### src/rtl/mc_pkg.sv
// Shared types and encodings for the multi-cycle MIPS control unit.
// Holds state names, opcode/funct values and the datapath select codes.
package mc_pkg;

  typedef enum logic [3:0] {
    S_FETCH  = 4'd0,
    S_DECODE = 4'd1,
    S_EXEC_R = 4'd2,
    S_EXEC_I = 4'd3,
    S_MEM_RD = 4'd4,
    S_MEM_WR = 4'd5,
    S_WB_ALU = 4'd6,
    S_WB_MEM = 4'd7,
    S_WB_LUI = 4'd8,
    S_BRANCH = 4'd9,
    S_JUMP   = 4'd10
  } state_e;

  localparam logic [5:0] OP_RTYPE = 6'b000000;
  localparam logic [5:0] OP_ORI   = 6'b001101;
  localparam logic [5:0] OP_LW    = 6'b100011;
  localparam logic [5:0] OP_SW    = 6'b101011;
  localparam logic [5:0] OP_BEQ   = 6'b000100;
  localparam logic [5:0] OP_LUI   = 6'b001111;
  localparam logic [5:0] OP_JAL   = 6'b000011;

  localparam logic [5:0] FN_NOP   = 6'b000000;
  localparam logic [5:0] FN_ADDU  = 6'b100001;
  localparam logic [5:0] FN_SUBU  = 6'b100011;
  localparam logic [5:0] FN_JR    = 6'b001000;

  localparam logic [1:0] PC_ALU    = 2'b00;
  localparam logic [1:0] PC_ALUOUT = 2'b01;
  localparam logic [1:0] PC_JUMP   = 2'b10;
  localparam logic [1:0] PC_REG    = 2'b11;

  localparam logic [1:0] WD_ALUOUT = 2'b00;
  localparam logic [1:0] WD_MDR    = 2'b01;
  localparam logic [1:0] WD_LUI    = 2'b10;
  localparam logic [1:0] WD_PC     = 2'b11;

  localparam logic [1:0] RD_RT = 2'b00;
  localparam logic [1:0] RD_RD = 2'b01;
  localparam logic [1:0] RD_RA = 2'b10;

  localparam logic [1:0] SRCB_REG     = 2'b00;
  localparam logic [1:0] SRCB_FOUR    = 2'b01;
  localparam logic [1:0] SRCB_EXT     = 2'b10;
  localparam logic [1:0] SRCB_EXT_SH2 = 2'b11;

  localparam logic [1:0] ALU_ADD = 2'b00;
  localparam logic [1:0] ALU_SUB = 2'b01;
  localparam logic [1:0] ALU_OR  = 2'b10;

  // At most one bit is set; all-zero means the encoding is unsupported.
  typedef struct packed {
    logic addu;
    logic subu;
    logic jr;
    logic nop;
    logic ori;
    logic lw;
    logic sw;
    logic beq;
    logic lui;
    logic jal;
  } iclass_t;

endpackage

### src/rtl/mc_if.sv
// Control bundle between mc_ctrl (master) and the multi-cycle datapath (slave).
interface mc_if #(parameter int CNT_W = 32);

  logic [5:0]       op;
  logic [5:0]       func;
  logic             zero;
  logic             mem_ready;
  logic             pc_write;
  logic [1:0]       pc_src;
  logic             ir_write;
  logic             i_or_d;
  logic             mem_rd;
  logic             mem_wr;
  logic             reg_write;
  logic [1:0]       reg_dst;
  logic [1:0]       wd_sel;
  logic             alu_src_a;
  logic [1:0]       alu_src_b;
  logic [1:0]       alu_op;
  logic             ext_op;
  logic             illegal;
  logic [3:0]       state_o;
  logic [CNT_W-1:0] instr_cnt;

  modport master (
    input  op, func, zero, mem_ready,
    output pc_write, pc_src, ir_write, i_or_d, mem_rd, mem_wr, reg_write,
           reg_dst, wd_sel, alu_src_a, alu_src_b, alu_op, ext_op, illegal,
           state_o, instr_cnt
  );

  modport slave (
    output op, func, zero, mem_ready,
    input  pc_write, pc_src, ir_write, i_or_d, mem_rd, mem_wr, reg_write,
           reg_dst, wd_sel, alu_src_a, alu_src_b, alu_op, ext_op, illegal,
           state_o, instr_cnt
  );

endinterface

### src/rtl/mc_decode.sv
// Combinational instruction classifier: (op, func) -> one-hot class + illegal.
module mc_decode
  import mc_pkg::*;
(
  input  logic [5:0] op_i,
  input  logic [5:0] func_i,
  output iclass_t    cls_o,
  output logic       illegal_o
);

  // NOTE: every combinational output gets a default before the case so no path leaves it unassigned (no latch).
  always_comb begin
    cls_o = '0;
    unique case (op_i)
      OP_RTYPE: begin
        unique case (func_i)
          FN_ADDU: cls_o.addu = 1'b1;
          FN_SUBU: cls_o.subu = 1'b1;
          FN_JR:   cls_o.jr   = 1'b1;
          FN_NOP:  cls_o.nop  = 1'b1;
          default: ;
        endcase
      end
      OP_ORI:  cls_o.ori = 1'b1;
      OP_LW:   cls_o.lw  = 1'b1;
      OP_SW:   cls_o.sw  = 1'b1;
      OP_BEQ:  cls_o.beq = 1'b1;
      OP_LUI:  cls_o.lui = 1'b1;
      OP_JAL:  cls_o.jal = 1'b1;
      default: ;
    endcase
    illegal_o = (cls_o == '0);
  end

endmodule

### src/rtl/mc_ctrl.sv
// Multi-cycle MIPS control FSM: sequences the shared memory port and ALU,
// drives all datapath selects/enables and counts retired instructions.
module mc_ctrl
  import mc_pkg::*;
#(
  parameter int CNT_W = 32
) (
  input  logic clk,
  input  logic reset,
  mc_if.master bus
);

  state_e           state_q, state_d;
  logic [CNT_W-1:0] cnt_q, cnt_d;
  iclass_t          cls;
  logic             dec_illegal;
  logic             retire;

  logic       pc_write, ir_write, i_or_d, mem_rd, mem_wr, reg_write;
  logic       alu_src_a, ext_op, illegal;
  logic [1:0] pc_src, reg_dst, wd_sel, alu_src_b, alu_op;

  // op/func stay stable until the next FETCH, so later states re-decode them.
  mc_decode u_decode (
    .op_i      (bus.op),
    .func_i    (bus.func),
    .cls_o     (cls),
    .illegal_o (dec_illegal)
  );

  always_comb begin
    state_d   = state_q;
    retire    = 1'b0;
    pc_write  = 1'b0;
    pc_src    = PC_ALU;
    ir_write  = 1'b0;
    i_or_d    = 1'b0;
    mem_rd    = 1'b0;
    mem_wr    = 1'b0;
    reg_write = 1'b0;
    reg_dst   = RD_RT;
    wd_sel    = WD_ALUOUT;
    alu_src_a = 1'b0;
    alu_src_b = SRCB_REG;
    alu_op    = ALU_ADD;
    ext_op    = 1'b0;
    illegal   = 1'b0;
    unique case (state_q)
      S_FETCH: begin
        mem_rd    = 1'b1;
        alu_src_b = SRCB_FOUR;
        if (bus.mem_ready) begin
          ir_write = 1'b1;
          pc_write = 1'b1;
          state_d  = S_DECODE;
        end
      end
      S_DECODE: begin
        alu_src_b = SRCB_EXT_SH2;
        ext_op    = 1'b1;
        if (cls.addu || cls.subu)              state_d = S_EXEC_R;
        else if (cls.ori || cls.lw || cls.sw)  state_d = S_EXEC_I;
        else if (cls.beq)                      state_d = S_BRANCH;
        else if (cls.lui)                      state_d = S_WB_LUI;
        else if (cls.jal || cls.jr)            state_d = S_JUMP;
        else begin
          state_d = S_FETCH;
          retire  = cls.nop;
          illegal = dec_illegal;
        end
      end
      S_EXEC_R: begin
        alu_src_a = 1'b1;
        alu_op    = cls.subu ? ALU_SUB : ALU_ADD;
        state_d   = S_WB_ALU;
      end
      S_EXEC_I: begin
        alu_src_a = 1'b1;
        alu_src_b = SRCB_EXT;
        if (cls.ori) begin
          alu_op  = ALU_OR;
          state_d = S_WB_ALU;
        end else begin
          ext_op  = 1'b1;
          state_d = cls.lw ? S_MEM_RD : S_MEM_WR;
        end
      end
      S_MEM_RD: begin
        mem_rd = 1'b1;
        i_or_d = 1'b1;
        if (bus.mem_ready) state_d = S_WB_MEM;
      end
      S_MEM_WR: begin
        mem_wr = 1'b1;
        i_or_d = 1'b1;
        if (bus.mem_ready) begin
          state_d = S_FETCH;
          retire  = 1'b1;
        end
      end
      S_WB_ALU: begin
        reg_write = 1'b1;
        reg_dst   = cls.ori ? RD_RT : RD_RD;
        state_d   = S_FETCH;
        retire    = 1'b1;
      end
      S_WB_MEM: begin
        reg_write = 1'b1;
        wd_sel    = WD_MDR;
        state_d   = S_FETCH;
        retire    = 1'b1;
      end
      S_WB_LUI: begin
        reg_write = 1'b1;
        wd_sel    = WD_LUI;
        state_d   = S_FETCH;
        retire    = 1'b1;
      end
      S_BRANCH: begin
        alu_src_a = 1'b1;
        alu_op    = ALU_SUB;
        pc_src    = PC_ALUOUT;
        pc_write  = bus.zero;
        state_d   = S_FETCH;
        retire    = 1'b1;
      end
      S_JUMP: begin
        pc_write = 1'b1;
        if (cls.jal) begin
          pc_src    = PC_JUMP;
          reg_write = 1'b1;
          reg_dst   = RD_RA;
          wd_sel    = WD_PC;
        end else begin
          pc_src    = PC_REG;
        end
        state_d = S_FETCH;
        retire  = 1'b1;
      end
      default: state_d = S_FETCH;
    endcase
  end

  assign cnt_d = cnt_q + CNT_W'(retire);

  // NOTE: state registers use non-blocking assignments so every flop samples pre-edge values.
  always_ff @(posedge clk or negedge reset) begin
    if (!reset) begin
      state_q <= S_FETCH;
      cnt_q   <= '0;
    end else begin
      state_q <= state_d;
      cnt_q   <= cnt_d;
    end
  end

  // Write strobes are gated by reset so an aborted access never commits.
  assign bus.pc_write  = pc_write  & reset;
  assign bus.ir_write  = ir_write  & reset;
  assign bus.reg_write = reg_write & reset;
  assign bus.mem_wr    = mem_wr    & reset;
  assign bus.pc_src    = pc_src;
  assign bus.i_or_d    = i_or_d;
  assign bus.mem_rd    = mem_rd;
  assign bus.reg_dst   = reg_dst;
  assign bus.wd_sel    = wd_sel;
  assign bus.alu_src_a = alu_src_a;
  assign bus.alu_src_b = alu_src_b;
  assign bus.alu_op    = alu_op;
  assign bus.ext_op    = ext_op;
  assign bus.illegal   = illegal;
  assign bus.state_o   = state_q;
  assign bus.instr_cnt = cnt_q;

endmodule
### src/flat_wrapper.sv
// flat-port wrapper written by rule: the top's interface ports become plain ports
module mc_ctrl_flat import mc_pkg::*;
#(
  parameter int CNT_W = 32
)
  (clk, reset, bus_op, bus_func, bus_zero, bus_mem_ready, bus_pc_write, bus_pc_src, bus_ir_write, bus_i_or_d, bus_mem_rd, bus_mem_wr, bus_reg_write, bus_reg_dst, bus_wd_sel, bus_alu_src_a, bus_alu_src_b, bus_alu_op, bus_ext_op, bus_illegal, bus_state_o, bus_instr_cnt);
  mc_if #(.CNT_W(CNT_W)) bus_i ();
  input  logic clk;
  input  logic reset;
  input wire logic [$bits(bus_i.op)-1:0] bus_op;
  input wire logic [$bits(bus_i.func)-1:0] bus_func;
  input wire logic [$bits(bus_i.zero)-1:0] bus_zero;
  input wire logic [$bits(bus_i.mem_ready)-1:0] bus_mem_ready;
  output wire logic [$bits(bus_i.pc_write)-1:0] bus_pc_write;
  output wire logic [$bits(bus_i.pc_src)-1:0] bus_pc_src;
  output wire logic [$bits(bus_i.ir_write)-1:0] bus_ir_write;
  output wire logic [$bits(bus_i.i_or_d)-1:0] bus_i_or_d;
  output wire logic [$bits(bus_i.mem_rd)-1:0] bus_mem_rd;
  output wire logic [$bits(bus_i.mem_wr)-1:0] bus_mem_wr;
  output wire logic [$bits(bus_i.reg_write)-1:0] bus_reg_write;
  output wire logic [$bits(bus_i.reg_dst)-1:0] bus_reg_dst;
  output wire logic [$bits(bus_i.wd_sel)-1:0] bus_wd_sel;
  output wire logic [$bits(bus_i.alu_src_a)-1:0] bus_alu_src_a;
  output wire logic [$bits(bus_i.alu_src_b)-1:0] bus_alu_src_b;
  output wire logic [$bits(bus_i.alu_op)-1:0] bus_alu_op;
  output wire logic [$bits(bus_i.ext_op)-1:0] bus_ext_op;
  output wire logic [$bits(bus_i.illegal)-1:0] bus_illegal;
  output wire logic [$bits(bus_i.state_o)-1:0] bus_state_o;
  output wire logic [$bits(bus_i.instr_cnt)-1:0] bus_instr_cnt;
  assign bus_i.op = bus_op;
  assign bus_i.func = bus_func;
  assign bus_i.zero = bus_zero;
  assign bus_i.mem_ready = bus_mem_ready;
  assign bus_pc_write = bus_i.pc_write;
  assign bus_pc_src = bus_i.pc_src;
  assign bus_ir_write = bus_i.ir_write;
  assign bus_i_or_d = bus_i.i_or_d;
  assign bus_mem_rd = bus_i.mem_rd;
  assign bus_mem_wr = bus_i.mem_wr;
  assign bus_reg_write = bus_i.reg_write;
  assign bus_reg_dst = bus_i.reg_dst;
  assign bus_wd_sel = bus_i.wd_sel;
  assign bus_alu_src_a = bus_i.alu_src_a;
  assign bus_alu_src_b = bus_i.alu_src_b;
  assign bus_alu_op = bus_i.alu_op;
  assign bus_ext_op = bus_i.ext_op;
  assign bus_illegal = bus_i.illegal;
  assign bus_state_o = bus_i.state_o;
  assign bus_instr_cnt = bus_i.instr_cnt;
  mc_ctrl #(.CNT_W(CNT_W)) u_core (.clk(clk), .reset(reset), .bus(bus_i));
endmodule
### config.mk
export PLATFORM = sky130hd
export DESIGN_NAME = mc_ctrl_flat
export DESIGN_NICKNAME = d
export VERILOG_FILES = /design/src/rtl/mc_pkg.sv /design/src/rtl/mc_if.sv /design/src/rtl/mc_decode.sv /design/src/rtl/mc_ctrl.sv /design/src/flat_wrapper.sv
export SDC_FILE = /design/constraint.sdc
export NUM_CORES = 1
export LEC_CHECK = 0
export ABC_CLOCK_PERIOD_IN_PS = 6100
export BUFFER_PORTS_ARGS = -buffer_cell sky130_fd_sc_hd__buf_4
export CORE_ASPECT_RATIO = 0.9
export CORE_UTILIZATION = 53
export CTS_CLUSTER_SIZE = 20
export DETAILED_ROUTE_END_ITERATION = 7
export GPL_ROUTABILITY_DRIVEN = 0
export PLACE_DENSITY = 0.89
export SLEW_MARGIN = 20
export SYNTH_ARGS = -nofsm -noshare
export SYNTH_HDL_FRONTEND = slang
export SYNTH_SLANG_ARGS = --single-unit
### constraint.sdc
create_clock -name clk -period 6.1 [get_ports clk]
set_clock_uncertainty 0.05 [all_clocks]
set_input_delay 1.22 -clock clk [delete_from_list [all_inputs] [get_ports clk]]
set_output_delay 1.22 -clock clk [all_outputs]
set_load 0.03 [all_outputs]
---- After elaboration in Yosys (flattened, before gate mapping) ----
Cells that the tools add are included.
word-level totals
  register bits ........................... 36
  bits in latches ......................... 0
  RAM bits ................................ 0
  bits in read-only memories .............. 0
  input bits .............................. 16
  output and inout bits ................... 55
  logic and storage cells ................. 99
  memories kept ........................... 0
cells by class
  add/sub/neg operators ................... 1
  $mul .................................... 0
  divide/modulo/power cells ............... 0
  $lt $le $gt $ge ......................... 0
  eq/ne operators ......................... 22
  shift-type cells ........................ 0
  multiplexer cells ....................... 56
  bitwise operators ....................... 4
  reductions and logical operators ........ 14
operator list
  cell                                                                    number
  4-bit 2-to-1 mux                                                        10
  1-bit 2-to-1 mux                                                        33
  32-bit by 1-bit adder with 32-bit output                                1
  6-bit equality test (second input constant)                             4
  4-bit one-hot mux with 6 select lines                                   1
  6-bit by 4-bit equality test with 1-bit output (second input constant)  3
  2-bit one-hot mux with 3 select lines                                   3
  4-bit by 3-bit equality test with 1-bit output (second input constant)  4
  4-bit equality test (second input constant)                             3
  6-bit logical NOT                                                       2
  10-bit logical NOT                                                      1
  4-bit by 2-bit equality test with 1-bit output (second input constant)  2
  2-bit one-hot mux with 2 select lines                                   2
  6-bit by 2-bit equality test with 1-bit output (second input constant)  1
  6-bit by 3-bit equality test with 1-bit output (second input constant)  1
  2-bit 2-to-1 mux                                                        3
  2-bit inequality test (second input constant)                           3
  1-bit one-hot mux with 3 select lines                                   2
  3-bit OR reduction                                                      2
  5-bit OR reduction                                                      1
  1-bit bitwise AND                                                       4
  4-bit by 1-bit equality test with 1-bit output (second input constant)  1
  4-bit logical NOT                                                       1
  1-bit logical OR                                                        4
  3 further kinds                                                         5

---- Longest topological paths before layout ----
  depth after elaboration ................. 11
  gate-level depth with buffers ........... 12
  mapped depth without buffers ............ 11

---- Hierarchy ----
A second synthesis with hierarchy kept.
second synthesis, totals
  cells, all modules ...................... 239
  area, all modules ....................... 2159.6 um^2
modules (own cells, without submodules)
  module     times used  cells each  area each (um^2)  sequential area each (um^2)
  mc_ctrl    1           210         1993.2            900.9
  mc_decode  1           29          166.4             0.0

---- Worst setup path before layout ----
No wires, ideal clock.
  path kind ............................... input-to-output
  start ................................... input port bus_op[3]
  end ..................................... output port bus_reg_write
  arrival time ............................ 3.299 ns
  data required time ...................... 4.830 ns
  path slack .............................. 1.531 ns
  stages on the path ...................... 5
  buffers on the path ..................... 1
  cell sequence ........................... or4_1 clkbuf_1 o21ai_0 nor3b_1 o21a_1
between the ends
  longest elaborated chain between the ends .. 5
ends and longest elaborated chain
  element                                         RTL line            source
  start: declaration                              flat_wrapper.sv:10  input wire logic [$bits(bus_i.op)-1:0] bus_op;
  6-bit by 2-bit equality test with 1-bit output  mc_decode.sv:14     unique case (op_i)
  1-bit 2-to-1 mux                                mc_decode.sv:14
  1-bit 2-to-1 mux                                mc_ctrl.sv:129      if (cls.jal) begin
  1-bit one-hot mux with 2 select lines           mc_ctrl.sv:48       unique case (state_q)
  1-bit bitwise AND                               mc_ctrl.sv:160      assign bus.reg_write = reg_write & reset;
  end: declaration                                flat_wrapper.sv:20  output wire logic [$bits(bus_i.reg_write)-1:0] bus_reg_write;
Every way passes these cells.

---- Worst setup path after layout ----
  start ................................... input port bus_op[3]
  end ..................................... register u_core.cnt_q[26], in the netlist u_core.bus.instr_cnt[26]
between the ends
  longest elaborated chain between the ends .. 10
ends and longest elaborated chain
  element                                                                              RTL line         source
  6-bit by 2-bit equality test with 1-bit output or 6-bit logical NOT (tied branches)  mc_decode.sv:14
  1-bit 2-to-1 mux or 4-bit 2-to-1 mux (tied branches)                                 mc_decode.sv:14
  1-bit logical OR                                                                     mc_ctrl.sv:65    else if (cls.jal || cls.jr) state_d = S_JUMP;
  1-bit 2-to-1 mux                                                                     mc_ctrl.sv:65
  1-bit 2-to-1 mux                                                                     mc_ctrl.sv:64    else if (cls.lui) state_d = S_WB_LUI;
  1-bit 2-to-1 mux                                                                     mc_ctrl.sv:63    else if (cls.beq) state_d = S_BRANCH;
  1-bit 2-to-1 mux                                                                     mc_ctrl.sv:62    else if (cls.ori || cls.lw || cls.sw) state_d = S_EXEC_I;
  1-bit 2-to-1 mux *                                                                   mc_ctrl.sv:61    if (cls.addu || cls.subu) state_d = S_EXEC_R;
  1-bit one-hot mux with 3 select lines *                                              mc_ctrl.sv:48
  32-bit by 1-bit adder with 32-bit output *                                           mc_ctrl.sv:144   assign cnt_d = cnt_q + CNT_W'(retire);
  net u_core.cnt_d[26]                                                                 mc_ctrl.sv:14    logic [CNT_W-1:0] cnt_q, cnt_d;
  end signal: assignment                                                               mc_ctrl.sv:153   cnt_q <= cnt_d;
  end: declaration                                                                     mc_ctrl.sv:14
The timed path passes the listed nets; every way through them passes the cells marked *.
A chain may end at the register's enable or synchronous reset.

==> impl_table.tex <==
\begin{tabular}{lr}
\hline
Metric & Value \\
\hline
\multicolumn{2}{l}{\textbf{Finish}} \\
Number of filler instances in the final layout & 235 \\
Layout overhead on the synthesized area & 33.7\% \\
Count of placed standard cells in the final layout, fillers left out & 326 \\
Fraction of layout cells with a size suffix above 1 & 29.4\% \\
Nets@finish & 299 \\
Commonest non-fill, non-tap cell in the layout & buf\_4 \\
Diode count & 0 \\
Commonest cells after routing, fill and taps aside & 70 x buf\_4, 36 x dfrtp\_1, 25 x nand2\_1 \\
\multicolumn{2}{l}{\textbf{Critical path}} \\
Crit Path Class & in -> reg \\
Worst endpoint required time & 6.23 ns \\
Arrival time of data at the critical path endpoint & 4.51 ns \\
Critical path endpoint category & register \\
Worst-path maximum fanout & 6 \\
Sort of element at the start of the critical path & input port \\
\multicolumn{2}{l}{\textbf{CTS}} \\
Post CTS Setup Buffer Count & 0 \\
Level count of the clock H-tree & 2 \\
Worst-skew pair later-pin latency & 0.29 ns \\
Count of clock tree sinks & 36 \\
Clock buffer count from CTS & 5 \\
CTS tree & done \\
Clock-pin slew reported for the worst setup and hold paths after clock tree synthesis & 0.07 ns \\
Number of gates given a new drive strength after cts & 0 \\
Max Root-Sink Buffers & 2 \\
Number of buffers inserted for hold repair after clock tree synthesis & 0 \\
Root Buffer & clkbuf\_8 \\
\multicolumn{2}{l}{\textbf{Timing}} \\
Worst hold slack & 0.448 ns \\
TNS Setup & 0 ns \\
Final setup violating endpoints & 0 \\
Transition time at the pin with the least slew margin & 0.558 ns \\
Final-report max-slew violation count & 0 \\
Final Hold Violating Endpoints & 0 \\
Max Clk Rate & 0.228 GHz \\
RSZ-0062 raised after global routing & no \\
Final setup slack of the worst path & 1.71 ns \\
Min Tclk post-route & 4.39 ns \\
Worst-case headroom to the max-slew limit & 62.7\% \\
Share of the clock period used by the worst path & 71.9\% \\
\multicolumn{2}{l}{\textbf{Global routing}} \\
All-layer global routing usage & 26.2\% \\
First-pass GRT wire length & 7820 um \\
Sum of overflow across all layers after global routing & 0 \\
Maximum number of pins on one net before global-route repair & 41 \\
Number of antenna violations at the first check in global routing & 0 \\
Via count of the first global-routing pass & 1710 \\
\multicolumn{2}{l}{\textbf{Die}} \\
Die extent in x & 66.5 um \\
Floorplan die area & 4000 um2 \\
Area of the core region & 3480 um2 \\
IO Pins & 71 \\
Starting utilization of the core area & 57.1\% \\
Die boundary height & 60.1 um \\
Number of rows in the core area & 20 \\
\multicolumn{2}{l}{\textbf{Route}} \\
Drt drc & 0 \\
Total via count after detailed routing & 1831 \\
Initial detailed-routing violation count & 85 \\
Vias per Instance & 5.62 \\
WL/cell & 14.4 um \\
Post-route antenna net violation count & 0 \\
Final Routed Wirelength & 4700 um \\
First-pass DRT Iterations & 4 \\
\multicolumn{2}{l}{\textbf{Run}} \\
Max Cap Viol & 0 \\
\multicolumn{2}{l}{\textbf{Pwr}} \\
Power density normalized to cell area & 325 nW/um2 \\
Peak supply drop & 0.000272 V \\
Leakage power & 1.28 nW \\
\multicolumn{2}{l}{\textbf{Logic synthesis}} \\
Share of async-settable or async-resettable flops after synthesis & 100\% \\
Number of synthesis warnings & 0 \\
Flip-flop cell with the highest count after synthesis & dfrtp\_1 \\
Mapped cell area & 1990 um2 \\
Mux cell area share after synthesis & 0\% \\
Net count after synthesis & 227 \\
Number of distinct standard cells referenced by the synthesized netlist & 39 \\
Largest family of logic cells by synthesized area & simple AND/OR/NAND/NOR gates \\
Sequential share of the synthesized area & 45.4\% \\
Average cell area after synthesis & 9.50 um2 \\
Post-synthesis cell count & 209 \\
Area share of and/or/nand/nor cells after synthesis & 30.7\% \\
Arithmetic-cell share of the synthesized area counting full adders, half adders and majority gates & 1.26\% \\
Xor/xnor cell area share of the yosys netlist & 13.7\% \\
Area fraction in compound gates after synthesis & 7.50\% \\
FF+latch count, synth & 36 \\
Number of enable-type register cells in the synthesized netlist & 0 \\
\multicolumn{2}{l}{\textbf{Worst hold path}} \\
Worst hold path type & reg -> reg \\
\multicolumn{2}{l}{\textbf{Place}} \\
Half-perimeter wire length after detailed placement & 3480 um \\
Pre-CTS setup slack & 1.52 ns \\
Number of cells in the design after placement & 318 \\
I/O Buffers & 70 \\
\multicolumn{2}{l}{\textbf{Status}} \\
Outcome & finished clean \\
\hline
\end{tabular}
[cell type report]
cell class	count	area [um2]	share of cell area, %
flip-flops and latches	36	901	33.9
clock inverters	2	35.0	1.32
clock buffers	6	72.6	2.73
multi-input cells	165	1050	39.7
repair buffers	70	526	19.8
well taps	44	55.1	2.07
inverters	3	11.3	0.424
[worst max-delay path, stage by stage]
cell      delay (ns)
buf_4           0.13
or4_1           0.64
nor4bb_1        0.46
a22oi_1         0.12
o22ai_1         0.16
ha_1            0.20
ha_1            0.22
and4_1          0.33
nor4b_2         0.44
nor2b_1         0.27
nand4_1         0.15
xnor2_1         0.15
[path summary, 6_finish.rpt]
check                                                    from                                  to  slack [ns]  cells after the start
hold reg to reg            u_core.bus.instr_cnt[31]$_DFF_PN0_  u_core.bus.instr_cnt[31]$_DFF_PN0_        0.45                      1
max in group asynchronous                               reset   u_core.bus.instr_cnt[0]$_DFF_PN0_        4.84                      1
setup reg to reg            u_core.bus.state_o[0]$_DFFE_PN0P_  u_core.bus.instr_cnt[26]$_DFF_PN0_        2.72                     10
hold / removal             u_core.bus.instr_cnt[31]$_DFF_PN0_  u_core.bus.instr_cnt[31]$_DFF_PN0_        0.45                      1
min in group asynchronous                               reset  u_core.bus.instr_cnt[10]$_DFF_PN0_        0.83                      1
setup / recovery                                    bus_op[3]  u_core.bus.instr_cnt[26]$_DFF_PN0_        1.71                     12
[stage by stage]
step	total power, W	cell area (um2)	utilization [%]
2_1_floorplan	0.000525	1990	-
3_3_place_gp	0.000654	2550	73.2
4_1_cts	0.000862	2660	76.3
5_1_grt	0.000908	2660	76.3
3_5_place_dp	0.000657	2550	73.2
6_report	0.000863	2660	76.3
[cell usage after synthesis, types with 4 or more instances]
cell type  count  area [um2]
dfrtp_1       36         901
nand2_1       25        93.8
xnor2_1       24         210
nor2_1        20        75.1
nand3_1       13        65.1
nor2b_1        8        50.1
a21oi_1        7        35.0
nand4_1        7        43.8
xor2_1         7        61.3
clkbuf_1       5        18.8
nor3_1         5        25.0
nor4_1         5        31.3
and3_1         4        25.0
nand2b_1       4        25.0
o21ai_0        4        20.0
[flip-flops by register name, summed over array words and instances (netlist names)]
name                  flops
u_core.bus.instr_cnt     32
u_core.bus.state_o        4
[cell families after synthesis]
logic type	after synthesis
AND/OR/NAND/NOR	109
flip-flops	36
XOR/XNOR	31
AO/OA/AOI/OAI	23
buffers and inverters	8
adder cells (fa/ha/maj)	2
[where the power goes]
part	leakage (nW)	internal, W	switching (W)
Combinational	0.734	0.000127	0.000220
Clock	0.0552	0.000121	0.0000830
Sequential	0.488	0.000261	0.0000512
Total	1.28	0.000508	0.000354
[layer usage]
layer | vias to the layer above | part of all wire, % | track usage (%)
li1 | 886 | - | -
met3 | 5 | 5.0 | 7.44
met5 | - | 0 | 0
met4 | 0 | 0.98 | 6.99
met2 | 60 | 49 | 41.3
met1 | 880 | 45 | 35.8
Power figures use the tool's default switching activity.
